--- config.mk ---
export PLATFORM = sky130hd
export DESIGN_NAME = sync_updown_counter_flat
export DESIGN_NICKNAME = d
export VERILOG_FILES = /design/src/rtl/sync_updown_counter_if.sv /design/src/rtl/sync_updown_counter.sv /design/src/flat_wrapper.sv
export SDC_FILE = /design/constraint.sdc
export NUM_CORES = 1
export LEC_CHECK = 0
export ABC_AREA = 1
export CORE_AREA = 2 2 39 41
export CTS_CLUSTER_SIZE = 24
export DETAILED_ROUTE_END_ITERATION = 8
export DIE_AREA = 0 0 41 43
export GPL_TIMING_DRIVEN = 0
export SYNTH_ARGS = -nofsm -noshare
export SYNTH_HDL_FRONTEND = slang
export SYNTH_SLANG_ARGS = --single-unit
export TNS_END_PERCENT = 10
--- constraint.sdc ---
create_clock -name CLK -period 1.4 [get_ports CLK]
set_input_delay 0.14 -clock CLK [delete_from_list [all_inputs] [get_ports CLK]]
set_output_delay 0.14 -clock CLK [all_outputs]
set_load 0.02 [all_outputs]
--- src/rtl/sync_updown_counter_if.sv ---
// Control/status bundle for sync_updown_counter; the master drives controls, the slave (counter) drives status.
interface sync_updown_counter_if #(
  parameter int WIDTH = 3
);
  logic             Count_En;
  logic             Up;
  logic             Load;
  logic [WIDTH-1:0] Load_Val;
  logic             Clr_Flag;
  logic [WIDTH-1:0] Q;
  logic             Carry;
  logic             Borrow;
  logic             Zero;
  logic             Max;
  logic             Wrapped;

  modport master (
    output Count_En, Up, Load, Load_Val, Clr_Flag,
    input  Q, Carry, Borrow, Zero, Max, Wrapped
  );

  modport slave (
    input  Count_En, Up, Load, Load_Val, Clr_Flag,
    output Q, Carry, Borrow, Zero, Max, Wrapped
  );
endinterface

--- src/rtl/sync_updown_counter.sv ---
// Synchronous modulo-MODULUS up/down counter with clamped parallel load, Carry/Borrow pulses and sticky Wrapped.
// Optional build macro SATURATE_EN: steps stop at the limits instead of wrapping; Carry/Borrow then flag saturation hits.
module sync_updown_counter #(
  parameter int WIDTH   = 3,
  parameter int MODULUS = 8
) (
  input logic                 CLK,
  input logic                 Reset,
  sync_updown_counter_if.slave bus
);

  localparam logic [WIDTH-1:0] MAX_VAL = WIDTH'(MODULUS - 1);

  logic [WIDTH-1:0] r_q;
  logic             r_carry;
  logic             r_borrow;
  logic             r_wrapped;

  logic [WIDTH-1:0] w_q_next;
  logic [WIDTH-1:0] w_load_val;
  logic             w_carry_next;
  logic             w_borrow_next;
  logic             w_wrapped_next;

  // Out-of-range load values are clamped to the top of the count range.
  assign w_load_val = (bus.Load_Val > MAX_VAL) ? MAX_VAL : bus.Load_Val;

  always_comb begin
    w_q_next      = r_q;
    w_carry_next  = 1'b0;
    w_borrow_next = 1'b0;
    if (bus.Load) begin
      w_q_next = w_load_val;
    end else if (bus.Count_En) begin
      if (bus.Up) begin
        if (r_q == MAX_VAL) begin
          w_carry_next = 1'b1;
`ifdef SATURATE_EN
          w_q_next = r_q;
`else
          w_q_next = '0;
`endif
        end else begin
          w_q_next = r_q + 1'b1;
        end
      end else begin
        if (r_q == '0) begin
          w_borrow_next = 1'b1;
`ifdef SATURATE_EN
          w_q_next = r_q;
`else
          w_q_next = MAX_VAL;
`endif
        end else begin
          w_q_next = r_q - 1'b1;
        end
      end
    end

    // A wrap event on the same edge as Clr_Flag keeps the flag set.
    w_wrapped_next = r_wrapped;
    if (w_carry_next || w_borrow_next) begin
      w_wrapped_next = 1'b1;
    end else if (bus.Clr_Flag) begin
      w_wrapped_next = 1'b0;
    end
  end

  always_ff @(posedge CLK or posedge Reset) begin
    if (Reset) begin
      r_q       <= '0;
      r_carry   <= 1'b0;
      r_borrow  <= 1'b0;
      r_wrapped <= 1'b0;
    end else begin
      r_q       <= w_q_next;
      r_carry   <= w_carry_next;
      r_borrow  <= w_borrow_next;
      r_wrapped <= w_wrapped_next;
    end
  end

  assign bus.Q       = r_q;
  assign bus.Carry   = r_carry;
  assign bus.Borrow  = r_borrow;
  assign bus.Wrapped = r_wrapped;
  assign bus.Zero    = (r_q == '0);
  assign bus.Max     = (r_q == MAX_VAL);

endmodule

--- src/flat_wrapper.sv ---
// flat-port wrapper written by rule: the top's interface ports become plain ports
module sync_updown_counter_flat 
#(
  parameter int WIDTH   = 3,
  parameter int MODULUS = 8
)
  (CLK, Reset, bus_Count_En, bus_Up, bus_Load, bus_Load_Val, bus_Clr_Flag, bus_Q, bus_Carry, bus_Borrow, bus_Zero, bus_Max, bus_Wrapped);
  sync_updown_counter_if #(.WIDTH(WIDTH)) bus_i ();
  input logic CLK;
  input logic Reset;
  input wire logic [$bits(bus_i.Count_En)-1:0] bus_Count_En;
  input wire logic [$bits(bus_i.Up)-1:0] bus_Up;
  input wire logic [$bits(bus_i.Load)-1:0] bus_Load;
  input wire logic [$bits(bus_i.Load_Val)-1:0] bus_Load_Val;
  input wire logic [$bits(bus_i.Clr_Flag)-1:0] bus_Clr_Flag;
  output wire logic [$bits(bus_i.Q)-1:0] bus_Q;
  output wire logic [$bits(bus_i.Carry)-1:0] bus_Carry;
  output wire logic [$bits(bus_i.Borrow)-1:0] bus_Borrow;
  output wire logic [$bits(bus_i.Zero)-1:0] bus_Zero;
  output wire logic [$bits(bus_i.Max)-1:0] bus_Max;
  output wire logic [$bits(bus_i.Wrapped)-1:0] bus_Wrapped;
  assign bus_i.Count_En = bus_Count_En;
  assign bus_i.Up = bus_Up;
  assign bus_i.Load = bus_Load;
  assign bus_i.Load_Val = bus_Load_Val;
  assign bus_i.Clr_Flag = bus_Clr_Flag;
  assign bus_Q = bus_i.Q;
  assign bus_Carry = bus_i.Carry;
  assign bus_Borrow = bus_i.Borrow;
  assign bus_Zero = bus_i.Zero;
  assign bus_Max = bus_i.Max;
  assign bus_Wrapped = bus_i.Wrapped;
  sync_updown_counter #(.WIDTH(WIDTH), .MODULUS(MODULUS)) u_core (.CLK(CLK), .Reset(Reset), .bus(bus_i));
endmodule
==> flow_metrics.env, run 1 <==
export IMPL_wl_met2_um=399
export IMPL_wl_per_cell_um=9.424
export IMPL_place_inst=80
export IMPL_leakage_uw=0.0003280
export IMPL_hold_buffers=0
export IMPL_grt_pass1_wl_um=1331
export IMPL_core_area_um2=1384
export IMPL_period_needed_ns=1.362
export IMPL_netlist_area_um2=387.9
export IMPL_yosys_warnings=0
export IMPL_drtAntennaViolNets=0
export IMPL_htreeDepth=1
export IMPL_critPathKind="flop to primary output"
export IMPL_highest_layer="met3"
export IMPL_cts_buffer_depth=2
export IMPL_grt_pass1_vias=334
export IMPL_syn_num_nets=61
export IMPL_r2r_start="u_core.bus.Q[0]"
export IMPL_irDropWorstVdd_mv=0.4444
export IMPL_fmax_mhz=734.3
export IMPL_dpl_cell_area_um2=568.0
export IMPL_design_area_um2=611.8
export IMPL_path_cells="inv_1 > ha_2 > inv_1 > nor2_2 > buf_6"
export IMPL_synth_seq_cells=6
export IMPL_crit_top_cell="inv_1"
export IMPL_met3_length_um=52
export IMPL_fp_dieW_um=41
export IMPL_postSynthCellCount=48
export IMPL_dr_first_iter_drc_count=1
export IMPL_ios=17
export IMPL_final_nets=84
export IMPL_startpoint="u_core.bus.Q[1]"
export IMPL_fin_skew_ns=0.004277
export IMPL_viasPerCell=3.976
export IMPL_drc=0
export IMPL_wl_met1_um=349
export IMPL_clkTransAtPathRegs_ns=0.05
export IMPL_buffer_ports_inserted=16
export IMPL_rsz0062_at_grt="true"
export IMPL_startpoint_type="flop"
export IMPL_die_y_um=43
export IMPL_drt_total_wl_um=801
export IMPL_slowest_stage="dfrtp_1"
export IMPL_groute_usage_overall=0.1135
export IMPL_required_ns=1.26
export IMPL_vias=338
export IMPL_outcome="complete, no violations"
export IMPL_critPathArrivalTime_ns=1.22
export IMPL_syn_area_per_cell_um2=8.081
export IMPL_antennaDiodeCount=0
export IMPL_row_count=14
export IMPL_clkLatencyLatePin_ns=0.24
export IMPL_min_period_over_period=0.9727
export IMPL_instances_no_fill=85
export IMPL_min_path_type="primary input to asynchronous set/reset pin"
export IMPL_grt_overflow_total=0
export IMPL_clock_sinks=6
export IMPL_synth_distinct_cells=16
export IMPL_start_util=0.2803
export IMPL_hold_viol_final=0
export IMPL_worst_pin_slew_ns=0.2324
export IMPL_grt_max_degree=7
export IMPL_power_per_cell_area_nw_per_um2=905.5
export IMPL_place_congestion=0.7649
export IMPL_total_power_uw=554.0
export IMPL_root_buffer="clkbuf_4"
export IMPL_cpPeakStageDelay_ns=0.41
export IMPL_drive_above_1_share=0.2609
export IMPL_hold_ws_ns=0.1016
export IMPL_antenna_found_initial=0
export IMPL_relSlewSlack=0.8451
export IMPL_syn_to_final_growth_pct=57.74
export IMPL_cts_tree="built"
export IMPL_synth_yosys_seq_area_share=0.3871
export IMPL_cp_end_kind="primary output"
export IMPL_cts_buffers=3
export IMPL_design_die_area_um2=1763
export IMPL_drv_cap=0
export IMPL_drtPass1Iterations=2
export IMPL_setup_viol=0
export IMPL_slew_violations=0
export IMPL_post_dp_hpwl_um=633.4
export IMPL_path_max_fanout=4
layout by cell type, fill, tap and decap left out, types with 2 or more instances in the layout:
master / Yosys / final
a22oi_1: 3 / 3
buf_4: 0 / 2
clkbuf_4: 0 / 3
clkdlybuf4s50_1: 0 / 11
dfrtp_1: 6 / 6
dlygate4sd2_1: 0 / 2
ha_2: 0 / 3
inv_1: 9 / 8
inv_2: 2 / 3
nand2_1: 8 / 8
nand3_1: 2 / 2
nor2_1: 6 / 5
per-layer routing:
layer,global-route usage,vias up
met3,0.04712,0
met2,0.1688,9
met5,0,-
met1,0.1424,139
li1,-,190
met4,0.04000,0
cells in the mapped netlist:
library cell  n  area (um2)
a21oi_1       1       5.000
a21oi_2       1       8.760
a22oi_1       3       22.52
dfrtp_1       6       150.1
ha_1          4       50.05
inv_1         9       33.78
inv_2         2       7.510
nand2_1       8       30.03
nand2_2       1       6.260
nand2_4       1       11.26
nand3_1       2       10.01
nor2_1        6       22.52
nor2_4        1       11.26
o21ai_0       1       5.000
o21ai_1       1       5.000
xnor2_1       1       8.760
timing repair:
action | CTS | global route
gates resized for setup | 12 | 6
buffers inserted | 0 | 2
pin swaps | 0 | 0
setup endpoints to repair | 4 | 3
final cells by class:
class                   instances  area, um2
clock buffers                   3      22.52
fillers                       133      772.0
inverters                      11      41.29
multi-input cells              31      206.4
flip-flops and latches          6      150.1
well taps                      16      20.02
repair buffers                 18      171.4
stage by stage:
stage | utilization | TNS (ns) | setup WS (ns)
final | 0.4421 | 0 | 0.03823
after global routing | 0.4421 | -0.06019 | -0.03256
after CTS | 0.4213 | 0 | 0.0009348
after detailed placement | 0.4105 | -0.3335 | -0.1824
after global placement | 0.4105 | -0.3360 | -0.1806
after floorplan | - | 0 | 0.02756
state kept, by name (all words and copies together), names as in the netlist:
name,flops
u_core.bus.Borrow,1
u_core.bus.Carry,1
u_core.bus.Q,3
u_core.bus.Wrapped,1
worst paths after layout:
| path | endpoint | slack [ns] | cells after the start |
|---|---|---|---|
| setup / recovery | bus_Zero | 0.04 | 5 |
| hold / removal | u_core.bus.Q[1] | 0.10 | 2 |
| setup reg to reg | u_core.bus.Q[2] | 0.20 | 6 |
| hold reg to reg | u_core.bus.Wrapped | 0.48 | 2 |
| max in group asynchronous | u_core.bus.Carry | 1.11 | 2 |
| min in group CLK | u_core.bus.Wrapped | 0.48 | 2 |
where the power goes:
group,switching (uW),internal [uW],total [uW],leakage [uW]
combinational,96.1,93.9,190,0.000237
clock,61.5,96.9,158,0.0000138
sequential,17.6,188,206,0.0000776
worst max-delay path, delay by kind of cell, from the launching register on:
| kind | cells | cell delay [ns] |
|---|---|---|
| DFF | 1 | 0.41 |
| adders and majority gates | 1 | 0.17 |
| and+or+nand+nor | 1 | 0.12 |
| buffers and inverters | 3 | 0.28 |
cell families (layout without fill, tap and decap cells):
| family | Yosys count | after routing | synth area share |
|---|---|---|---|
| AOI/OAI and AO/OA | 7 | 7 | 0.1193 |
| xor gates and xnor gates | 1 | 1 | 0.02258 |
| adders and majority gates | 4 | 4 | 0.1290 |
| buffers and inverters | 11 | 32 | 0.1065 |
| DFF | 6 | 6 | 0.3871 |
| and+or+nand+nor | 19 | 19 | 0.2355 |
Power figures use the tool's default switching activity.
==> inputs of run 2 (changes only) <==
SLEW_MARGIN = 0   (was default)
==> results of run 2 <==
No change in the layout: final DEF, timing and power equal those of run 1.
==> inputs of run 3 (changes only) <==
SETUP_SLACK_MARGIN = 0.05   (was default)
==> run 3 against run 2 <==
  * Routed wire length rose by 12%
  * Via count grew 13%
  * Largest cell class unchanged
  * Hold slack improved by 0.0036 ns
  * Non-clock buffer count grew 1
  * Sequential share of layout area is 1.3 points lower
  * Maximum frequency is 3.3% higher
  * Core utilization grew 2.4 points
  * Highest routed layer is now met4
  * First-iteration DRC count grew 100%
  * Critical endpoint unchanged
==> flow_metrics.env, run 3 (synthesis gave the netlist of run 1 again) <==
export IMPL_outcome="complete, no violations"
export IMPL_syn_to_final_growth_pct=66.45
export IMPL_critPathKind="flop to primary output"
export IMPL_clock_sinks=6
export IMPL_min_period_over_period=0.9417
export IMPL_hold_buffers=0
export IMPL_die_y_um=43
export IMPL_period_needed_ns=1.318
export IMPL_root_buffer="clkbuf_4"
export IMPL_wl_per_cell_um=10.44
export IMPL_r2r_cells=7
export IMPL_dr_first_iter_drc_count=2
export IMPL_required_ns=1.26
export IMPL_setup_viol=0
export IMPL_clkTransAtPathRegs_ns=0.04
export IMPL_dpl_cell_area_um2=570.5
export IMPL_leakage_uw=0.0003317
export IMPL_cts_buffer_depth=2
export IMPL_hold_ws_ns=0.1052
export IMPL_viasPerCell=4.453
export IMPL_grt_pass1_vias=353
export IMPL_irDropWorstVdd_mv=0.3880
export IMPL_grt_max_degree=7
export IMPL_path_max_fanout=4
export IMPL_final_common_cell="clkdlybuf4s50_1"
export IMPL_grt_pass1_wl_um=1276
export IMPL_drtAntennaViolNets=0
export IMPL_clkLatencyLatePin_ns=0.24
export IMPL_core_area_um2=1384
export IMPL_total_power_uw=579.1
export IMPL_row_count=14
export IMPL_vias=383
export IMPL_antennaDiodeCount=0
export IMPL_fp_dieW_um=41
export IMPL_rsz0062_at_grt="true"
export IMPL_buffer_ports_inserted=16
export IMPL_groute_usage_overall=0.1107
export IMPL_startpoint_type="flop"
export IMPL_post_dp_hpwl_um=671
export IMPL_final_nets=85
export IMPL_largest_reg_flops=3
export IMPL_fin_skew_ns=0.003074
export IMPL_cp_end_kind="primary output"
export IMPL_place_inst=80
export IMPL_drv_cap=0
export IMPL_antenna_found_initial=0
export IMPL_drive_above_1_share=0.3000
export IMPL_fmax_mhz=758.5
export IMPL_place_congestion=0.7012
export IMPL_instances_no_fill=86
export IMPL_slew_violations=0
export IMPL_design_die_area_um2=1763
export IMPL_relSlewSlack=0.7719
export IMPL_worst_pin_slew_ns=0.3421
export IMPL_critPathArrivalTime_ns=1.18
export IMPL_htreeDepth=1
export IMPL_drc=0
export IMPL_ios=17
export IMPL_cts_tree="built"
export IMPL_drtPass1Iterations=2
export IMPL_power_per_cell_area_nw_per_um2=896.9
export IMPL_min_path_type="primary input to asynchronous set/reset pin"
export IMPL_design_area_um2=645.6
export IMPL_hold_viol_final=0
export IMPL_cts_buffers=3
export IMPL_worst_r2r_setup_slack_ns=0.11
export IMPL_layout_common_cells="clkdlybuf4s50_1 (10), nand2_1 (8), inv_1 (6), dfrtp_1 (6)"
export IMPL_drt_total_wl_um=898
export IMPL_start_util=0.2803
export IMPL_grt_overflow_total=0
-- run 3: cell types whose count changed in the layout (fill, tap and decap cells not counted), sizes merged --
| cell | change |
|---|---|
| clkdlybuf4s50 | -1 |
| dlygate4sd2 | +2 |
| dlymetal6s2s | -1 |
| buf | +1 |
-- run 3: power breakdown --
| part | internal [uW] | switching, uW | total, uW |
|---|---|---|---|
| Combinational | 107 | 107 | 213 |
| Sequential | 188 | 23.8 | 212 |
| Clock | 96.6 | 57.2 | 154 |
| Total | 391 | 188 | 579 |
-- run 3: repair_timing --
action / in CTS / in global routing
pin swaps: 0 / 2
setup endpoints to repair: 6 / 2
resized for setup: 14 / 11
buffers inserted: 0 / 3
gates cloned: 0 / 0
-- run 3: path summary, 6_finish.rpt --
check                              startpoint                 end
setup / recovery              u_core.bus.Q[1]            bus_Zero
hold / removal                          Reset  u_core.bus.Wrapped
setup reg to reg              u_core.bus.Q[0]  u_core.bus.Wrapped
hold reg to reg            u_core.bus.Wrapped  u_core.bus.Wrapped
max in group asynchronous               Reset     u_core.bus.Q[1]
min in group CLK           u_core.bus.Wrapped  u_core.bus.Wrapped
-- run 3: critical path: stages (launching register included) --
cell and delay, ns:
dfrtp_1 0.42, inv_2 0.11, ha_4 0.14, inv_2 0.04, nor2_4 0.11, buf_6 0.13
-- run 3: cell type report --
| cell class | instances | area (um2) |
|---|---|---|
| fillers | 142 | 738.2 |
| multi-input cells | 31 | 231.5 |
| flip-flops and latches | 6 | 150.1 |
| well taps | 16 | 20.02 |
| clock buffers | 3 | 22.52 |
| repair buffers | 19 | 180.2 |
| inverters | 11 | 41.29 |
-- run 3: through the flow --
step           setup TNS [ns]    util  setup slack (ns)
4_1_cts                     0  0.4213           0.02330
6_report                    0  0.4665           0.08164
3_3_place_gp          -0.3162  0.4123           -0.1611
5_1_grt                     0  0.4665          0.004832
3_5_place_dp          -0.3314  0.4123           -0.1722
2_1_floorplan               0       -           0.03370
-- run 3: layer usage --
metal | track usage | part of all wire | wire [um]
met3 | 0.01571 | 0.046 | 41
met2 | 0.1625 | 0.53 | 480
met5 | 0 | 0 | 0
met1 | 0.1300 | 0.41 | 369
met4 | 0.1000 | 0.0067 | 6
